$ cat src/rtl/regfile_pkg.sv
// ---------------------------------------------------------------------------
// regfile_pkg
// Shared register-file definitions used by the writeback queue and its
// forwarding matcher.
//   NUM_REGS       : number of architectural registers
//   REG_ADDR_W     : register address width
//   REG_DATA_MAX_W : widest data word an entry can carry; a queue instance
//                    uses the low W bits and leaves the rest at zero
//   wb_entry_t     : one pending writeback {addr, data}
// ---------------------------------------------------------------------------
package regfile_pkg;

    localparam int NUM_REGS       = 16;
    localparam int REG_ADDR_W     = $clog2(NUM_REGS);
    localparam int REG_DATA_MAX_W = 64;

    typedef logic [REG_ADDR_W-1:0] reg_addr_t;

    typedef struct packed {
        reg_addr_t                 addr;
        logic [REG_DATA_MAX_W-1:0] data;
    } wb_entry_t;

endpackage

$ cat src/rtl/writeback_bypass_match.sv
// ---------------------------------------------------------------------------
// writeback_bypass_match
// Searches the occupied part of the writeback queue for the youngest entry
// whose address equals one read-port address.
//   entries      : queue storage, indexed by physical slot
//   head         : slot holding the oldest occupied entry
//   count        : number of occupied entries
//   read_address : operand address being read from the register file
//   hit          : some occupied entry targets read_address
//   data         : data of the youngest such entry, 0 when no hit
// ---------------------------------------------------------------------------
module writeback_bypass_match
    import regfile_pkg::*;
#(
    parameter int  DEPTH = 4,
    localparam int PTR_W = $clog2(DEPTH),
    localparam int CNT_W = PTR_W + 1
) (
    input  wb_entry_t                 entries [DEPTH],
    input  logic [PTR_W-1:0]          head,
    input  logic [CNT_W-1:0]          count,
    input  logic [REG_ADDR_W-1:0]     read_address,
    output logic                      hit,
    output logic [REG_DATA_MAX_W-1:0] data
);

    logic [PTR_W-1:0] idx;

    // Walk from oldest to youngest so a later match overrides an earlier
    // one; the slot index wraps naturally in PTR_W bits.
    always_comb begin
        hit  = 1'b0;
        data = '0;
        idx  = '0;
        for (int age = 0; age < DEPTH; age++) begin
            if (age < int'(count)) begin
                idx = head + PTR_W'(age);
                if (entries[idx].addr == read_address) begin
                    hit  = 1'b1;
                    data = entries[idx].data;
                end
            end
        end
    end

endmodule

$ cat src/rtl/writeback_queue.sv
// ---------------------------------------------------------------------------
// writeback_queue
// In-order FIFO of pending register-file writes. Producers offer
// {address, data}; the head entry is written to the register file whenever
// the write port is free (inp_hold low). Optional operand forwarding of
// pending writes is compiled in when WRITEBACK_BYPASS_EN is defined;
// otherwise the bypass outputs are tied to 0.
//
// Parameters: W (data width, <= REG_DATA_MAX_W), DEPTH (power of two, 2..16)
// Ports:
//   clk, reset_synchronous          : clock, synchronous active-low reset
//   inp_valid / inp_ready           : offer handshake
//   inp_write_address/_data         : the offered writeback
//   inp_hold                        : register-file write port busy
//   out_write_enable/_address/_data : register-file write port
//   out_count                       : occupied entries
//   inp_read_address0/1             : operand read addresses
//   out_bypass_hit0/1, _data0/1     : forwarding of youngest pending write
// ---------------------------------------------------------------------------
module writeback_queue
    import regfile_pkg::*;
#(
    parameter int W     = 16,
    parameter int DEPTH = 4
) (
    input  logic                    clk,
    input  logic                    reset_synchronous,
    input  logic                    inp_valid,
    output logic                    inp_ready,
    input  logic [REG_ADDR_W-1:0]   inp_write_address,
    input  logic [W-1:0]            inp_write_data,
    input  logic                    inp_hold,
    output logic                    out_write_enable,
    output logic [REG_ADDR_W-1:0]   out_write_address,
    output logic [W-1:0]            out_write_data,
    output logic [$clog2(DEPTH):0]  out_count,
    input  logic [REG_ADDR_W-1:0]   inp_read_address0,
    input  logic [REG_ADDR_W-1:0]   inp_read_address1,
    output logic                    out_bypass_hit0,
    output logic                    out_bypass_hit1,
    output logic [W-1:0]            out_bypass_data0,
    output logic [W-1:0]            out_bypass_data1
);

    localparam int PTR_W = $clog2(DEPTH);
    localparam int CNT_W = PTR_W + 1;

    wb_entry_t        entries [DEPTH];
    wb_entry_t        new_entry;
    wb_entry_t        head_entry;
    logic [PTR_W-1:0] head_ptr;
    logic [PTR_W-1:0] tail_ptr;
    logic [CNT_W-1:0] count;
    logic             not_empty;
    logic             full;
    logic             push;
    logic             pop;

    // Widen the offered data into the shared entry format.
    always_comb begin
        new_entry             = '0;
        new_entry.addr        = inp_write_address;
        new_entry.data[W-1:0] = inp_write_data;
    end

    assign not_empty  = (count != '0);
    assign full       = (count == CNT_W'(DEPTH));
    assign head_entry = entries[head_ptr];

    // Readiness looks only at the current count, so a full queue refuses an
    // offer even in a cycle where the head is being drained.
    assign inp_ready        = reset_synchronous & ~full;
    assign out_write_enable = reset_synchronous & not_empty & ~inp_hold;
    assign push             = inp_valid & inp_ready;
    assign pop              = out_write_enable;
    assign out_count        = count;

    // Head entry is presented only when something is queued and the block
    // is out of reset.
    always_comb begin
        out_write_address = '0;
        out_write_data    = '0;
        if (reset_synchronous && not_empty) begin
            out_write_address = head_entry.addr;
            out_write_data    = head_entry.data[W-1:0];
        end
    end

    // Pointers and occupancy; reset discards anything pushed or popped in
    // the same cycle.
    always_ff @(posedge clk) begin
        if (!reset_synchronous) begin
            head_ptr <= '0;
            tail_ptr <= '0;
            count    <= '0;
        end else begin
            if (push) begin
                tail_ptr <= tail_ptr + PTR_W'(1);
            end
            if (pop) begin
                head_ptr <= head_ptr + PTR_W'(1);
            end
            if (push && !pop) begin
                count <= count + CNT_W'(1);
            end else if (!push && pop) begin
                count <= count - CNT_W'(1);
            end
        end
    end

    // Entry storage needs no reset: occupancy alone decides what is valid.
    always_ff @(posedge clk) begin
        if (push) begin
            entries[tail_ptr] <= new_entry;
        end
    end

    if (W < REG_DATA_MAX_W) begin : g_head_upper
        logic unused_head_upper;
        assign unused_head_upper = ^head_entry.data[REG_DATA_MAX_W-1:W];
    end

`ifdef WRITEBACK_BYPASS_EN
    logic                      match_hit0;
    logic                      match_hit1;
    logic [REG_DATA_MAX_W-1:0] match_data0;
    logic [REG_DATA_MAX_W-1:0] match_data1;

    writeback_bypass_match #(.DEPTH(DEPTH)) u_match0 (
        .entries      (entries),
        .head         (head_ptr),
        .count        (count),
        .read_address (inp_read_address0),
        .hit          (match_hit0),
        .data         (match_data0)
    );

    writeback_bypass_match #(.DEPTH(DEPTH)) u_match1 (
        .entries      (entries),
        .head         (head_ptr),
        .count        (count),
        .read_address (inp_read_address1),
        .hit          (match_hit1),
        .data         (match_data1)
    );

    assign out_bypass_hit0  = reset_synchronous & match_hit0;
    assign out_bypass_hit1  = reset_synchronous & match_hit1;
    assign out_bypass_data0 = reset_synchronous ? match_data0[W-1:0] : '0;
    assign out_bypass_data1 = reset_synchronous ? match_data1[W-1:0] : '0;

    if (W < REG_DATA_MAX_W) begin : g_match_upper
        logic unused_match_upper;
        assign unused_match_upper = ^{match_data0[REG_DATA_MAX_W-1:W],
                                      match_data1[REG_DATA_MAX_W-1:W]};
    end
`else
    logic unused_read_address;
    assign unused_read_address = ^{inp_read_address0, inp_read_address1};

    assign out_bypass_hit0  = 1'b0;
    assign out_bypass_hit1  = 1'b0;
    assign out_bypass_data0 = '0;
    assign out_bypass_data1 = '0;
`endif

endmodule
$ cat config.mk
export PLATFORM = sky130hd
export DESIGN_NAME = writeback_queue
export DESIGN_NICKNAME = d
export VERILOG_FILES = /design/src/rtl/regfile_pkg.sv /design/src/rtl/writeback_bypass_match.sv /design/src/rtl/writeback_queue.sv
export SDC_FILE = /design/constraint.sdc
export NUM_CORES = 1
export LEC_CHECK = 0
export ABC_AREA = 0
export BUFFER_PORTS_ARGS = -buffer_cell sky130_fd_sc_hd__buf_4
export CAP_MARGIN = 40
export CORE_MARGIN = 2
export CORE_UTILIZATION = 45
export DETAILED_ROUTE_END_ITERATION = 10
export PLACE_DENSITY = 0.74
export SYNTH_ARGS = -nofsm -noshare
export SYNTH_HDL_FRONTEND = slang
export SYNTH_HIERARCHICAL = 1
export SYNTH_SLANG_ARGS = --single-unit
$ cat constraint.sdc
create_clock -name clk -period 2 [get_ports clk]
set_input_delay 0.1 -clock clk [delete_from_list [all_inputs] [get_ports clk]]
set_output_delay 0.1 -clock clk [all_outputs]
set_load 0.05 [all_outputs]
==> Word level (Yosys, flattened, before mapping) <==
Memory sizes are Yosys's and may differ from the RTL's. A register that Yosys moved wholly into a read port is not among the register bits.
Index checks and enable logic that the tools add are counted.
{ "word_totals": {"regBits": 7, "wordCells": 30, "mem_count": 1, "ram_bits": 80} }
{ "op_classes": {"muxes": 8, "reduce_logical": 7, "bitwise_logic": 6, "n_addsub": 4, "eq_ne": 1} }
{ "mem_list": {"columns": ["memory", "depth", "width", "rd", "rd_ports_with_merged_regs", "write_ports", "line_no", "text"], "rows": [
  ["entries", 4, 20, 1, 1, 1, "writeback_queue.sv:48", "wb_entry_t entries [DEPTH];"]
]} }
{ "op_table": {"columns": ["op", "count"], "rows": [
  ["2-to-1 mux 16 bit", 1],
  ["2-to-1 mux 3 bit", 2],
  ["adder 2 x 1 -> 2 bit (second input constant)", 2],
  ["AND 1 bit", 4],
  ["2-to-1 mux 2 bit", 2],
  ["2-to-1 mux 4 bit", 1],
  ["adder 3 x 1 -> 3 bit (second input constant)", 1],
  ["equality test 3 bit (second input constant)", 1],
  ["logical AND 1 bit", 3],
  ["nonzero test 3 bit", 1],
  ["subtractor 3 x 1 -> 3 bit (second input constant)", 1],
  ["zero test 1 bit", 2],
  ["2-to-1 mux 1 bit", 2],
  ["inverter 1 bit", 2],
  ["nonzero test 2 bit", 1]
]} }

==> Logic depth before layout (Yosys ltp) <==
{ "logic_depth": {"word_depth": 8, "mapped_depth": 10, "mapped_depth_nobuf": 9} }

==> Worst setup path before layout <==
No wires, ideal clock.
{ "synth_timing": {"path_type": "reg2reg", "from": "register count[1] (netlist: out_count[1])", "to": "register count[2] (netlist: out_count[2])", "setup_time_ns": 0.076, "setup_slack_ns": -0.461, "path_stages_with_launch": 11, "required_time_ns": 1.924, "synth_period_minus_slack_ns": 2.461, "t_arrival_ns": 2.385, "n_path_buf": 1, "path_cell_list": "dfxtp_1 -> nor3_2 -> nand2b_4 -> buf_6 -> or2_2 -> ha_1 -> inv_1 -> fa_1 -> xor2_1 -> or3_1 -> a21boi_0"} }
{ "synth_between": {"elab_chain_cells": 7} }
{ "synth_lines": {"columns": ["element", "line_no", "text"], "rows": [
  ["start: declaration", "writeback_queue.sv:53", "logic [CNT_W-1:0] count;"],
  ["start signal: assignment", "writeback_queue.sv:104", "count <= count + CNT_W'(1);"],
  ["start signal: assignment", "writeback_queue.sv:106", "count <= count - CNT_W'(1);"],
  ["equality test 3 bit", "writeback_queue.sv:67", "assign full = (count == CNT_W'(DEPTH));"],
  ["inverter 1 bit", "writeback_queue.sv:72", "assign inp_ready = reset_synchronous & ~full;"],
  ["AND 1 bit", "writeback_queue.sv:72", null],
  ["AND 1 bit", "writeback_queue.sv:74", "assign push = inp_valid & inp_ready;"],
  ["zero test 1 bit", "writeback_queue.sv:105", "end else if (!push && pop) begin"],
  ["logical AND 1 bit", "writeback_queue.sv:105", null],
  ["nonzero test 2 bit (no line)", null, null]
]} }
Several ways; a longest one is shown, not always the timed one. The select of a mux whose other input is x is not followed.
A chain may end at the register's enable or synchronous reset.

==> Final worst setup path <==
{ "layout_timing": {"from": "register count[0] (netlist: out_count[0])", "to": "register count[2] (netlist: out_count[2])"} }
Same word-level chain as after synthesis.

==> results.md <==
* Clock skew at 0.00442 ns
* Post-Syn Area at 3810 µm²
* ANT nets after route at 0
* Most common cell after layout, fill and taps aside: edfxtp_1
* Final net count at 338
* Fmax at 0.510 GHz
* Vias in the first global route at 1971
* Sw Share at 33.8%
* Total track usage at 15.0%
* Fill count at 635
* Crit path kind: flip-flop to flip-flop
* Worst Hold Launch: reset_synchronous
* Number of max-cap violations at 0
* Flop2flop setup slack at 0.04 ns
* Worst-path clk slew at 0.08 ns
* Endpoints failing setup at 0
* IO Pins at 91
* Crit end category: flip-flop
* Core area at 8220 µm²
* ANT cells at 0
* Routed via count at 1924
* Clock Latency Late Sink at 0.34 ns
* Clk root buf: clkbuf_8
* Register area share after synthesis at 67.7%
* Most frequent cells in the layout: edfxtp_1 (80), buf_4 (61), conb_1 (34), mux4_2 (20), dlygate4sd3_1 (20)
* Comb power frac at 36.7%
* Worst EP required at 2.26 ns
* Die width at 96.0 µm
* Final Hold Vio Count at 0
* Final worst-path cycle share at 98.0%
* Syn Inst Count at 213
* CTS buffer count at 9
* GRT overflow at 0
* Chip Height at 96.0 µm
* Hold Path Class: input port to flip-flop
* Initial antenna violation count at 0
* CTS tree: yes
* Setup_tns at 0 ns
* Initial DRC Count at 101
* RD Place Congestion at 0.733
* Unique cell type count in the Yosys netlist at 28
* Deepest clock path buffer count at 2
* Net Sw Power at 1.82 mW
* Int Power at 3.55 mW
* Drt first pass iters at 4
* R2R Path Start: out_count[0]
* Unrepaired setup endpoints after global routing: yes
* Share of cells above drive strength 1 at 35.4%
* Total die area at 9220 µm²
* Power Total at 5.36 mW
* Arr. time, crit path at 2.22 ns
* Vias per cell at 4.69
* CP max FO at 2
* Routed wire length at 6150 µm
* Syn avg cell area at 17.9 µm²
* Critical Path Source Type: flip-flop
* Outcome: completed
* Pre-CTS WS at 0.00420 ns
* Final setup margin at 0.0402 ns
* Clk pwr share at 20.7%
* Largest net degree at the start of global routing at 22
* Worst VDD drop at 737 µV
* Worst setup path start: out_count[0]
* Power Dens Cells at 1140 nW/µm²
* Routed length per instance at 15.0 µm
* Tmin final at 1.96 ns
* Sequential share of power at 42.5%
* DRC errors left at 0
* Clk sinks at 89
* DP HPWL at 4010 µm
* Port-buffer cells at 48
* Count of final max-slew check failures at 0
* Layout area overhead at 23.1%
* P_leak at 1.72 nW
* Site Rows at 33
* Starting density of the core at 46.4%
* Synth Warn # at 6
* First-pass GRT wire length at 9850 µm
* Flops & latches, synth at 89
* H-tree levels at 3
-- critical path, cell delays in order, from the launching register on --
cell,delay [ns]
dfxtp_4,0.36
nor3_4,0.19
nand2b_4,0.15
or2_4,0.12
ha_4,0.13
inv_1,0.05
fa_2,0.33
xor2_1,0.15
or3_1,0.30
a21boi_1,0.12
-- final timing paths --
check,end,depth (start not counted)
max,out_count[2],9
min,out_count[1],2
max reg2reg,out_count[2],9
min reg2reg,head_ptr[1],2
-- registers in the layout (all words and copies together), names as in the netlist, named ones only --
| signal | flops |
|---|---|
| entries | 80 |
| out_count | 3 |
| head_ptr | 2 |
| tail_ptr | 2 |
-- synthesized netlist by cell type (all sizes together) --
| cell | instances | area, µm² |
|---|---|---|
| nor3 | 1 | 10.0 |
| buf | 40 | 304 |
| or2 | 1 | 6.26 |
| nand2 | 4 | 15.0 |
| a21oi | 1 | 8.76 |
| and2 | 5 | 31.3 |
| nor2 | 2 | 7.51 |
| inv | 4 | 15.0 |
| mux4 | 20 | 450 |
| o21ai | 2 | 10.0 |
| nand2b | 2 | 20.0 |
| fa | 1 | 20.0 |
| dfxtp | 9 | 180 |
| edfxtp | 80 | 2400 |
| conb | 1 | 3.75 |
| or3 | 2 | 12.5 |
| nor2b | 21 | 154 |
| clkbuf | 1 | 3.75 |
| xnor2 | 1 | 8.76 |
| nor3b | 1 | 7.51 |
| mux2i | 4 | 40.0 |
| xor2 | 1 | 8.76 |
| a21boi | 4 | 30.0 |
| ha | 5 | 62.6 |
-- per-stage QoR --
step	hold WS (ns)	instance area, µm²	std cells	util, %
global placement	0.300	4310	373	52.4
finish	0.0878	4690	410	57.1
CTS	0.0703	4690	410	57.1
floorplan	0.199	3970	246	-
global route	0.0728	4690	410	57.1
detailed placement	0.304	4310	373	52.4
-- cells by family (layout without fill, tap and decap cells) --
group	Yosys count	after routing	share of synthesized area [%]
AO/OA/AOI/OAI	7	7	1.28
flip-flops	89	89	67.7
buffers and inverters	45	104	8.47
multiplexers	24	24	12.9
AND/OR/NAND/NOR	39	39	6.93
other	1	34	0.0984
XOR/XNOR	2	2	0.460
adder cells (fa/ha/maj)	6	6	2.17
-- power by group through the flow --
| stage | clock (mW) | sequential (mW) | combinational, mW |
|---|---|---|---|
| after floorplan | 0 | 2.41 | 1.41 |
| after global placement | 0 | 2.31 | 1.92 |
| after detailed placement | 0 | 2.32 | 1.94 |
| after CTS | 1.15 | 2.28 | 1.99 |
| after global routing | 1.23 | 2.30 | 2.13 |
| final | 1.11 | 2.28 | 1.97 |
-- final cells by class --
class / instances / area [µm²] / area share, %
sequential: 89 / 2590 / 55.3
inverter: 4 / 15.0 / 0.320
multi-input combinational: 112 / 1050 / 22.5
timing repair buffer: 84 / 718 / 15.3
clock inverter: 5 / 46.3 / 0.987
tap: 105 / 131 / 2.80
clock buffer: 11 / 131 / 2.80
-- timing repair --
action | CTS | global route
resized for setup | 0 | 0
setup buffers | 1 | 0
setup endpoints to repair | 1 | 1
hold buffers | 20 | 0
endpoints found under the hold margin | 80 | 0
pin swaps | 1 | 1
-- routing by layer --
| metal | track usage (%) | vias to the layer above | part of all wire [%] |
|---|---|---|---|
| met5 | 0 | - | 0 |
| met4 | 4.29 | 0 | 1.1 |
| met1 | 18.8 | 957 | 43 |
| met2 | 24.7 | 63 | 51 |
| li1 | - | 899 | - |
| met3 | 5.09 | 5 | 5.0 |
(Power assumes the default switching activity.)
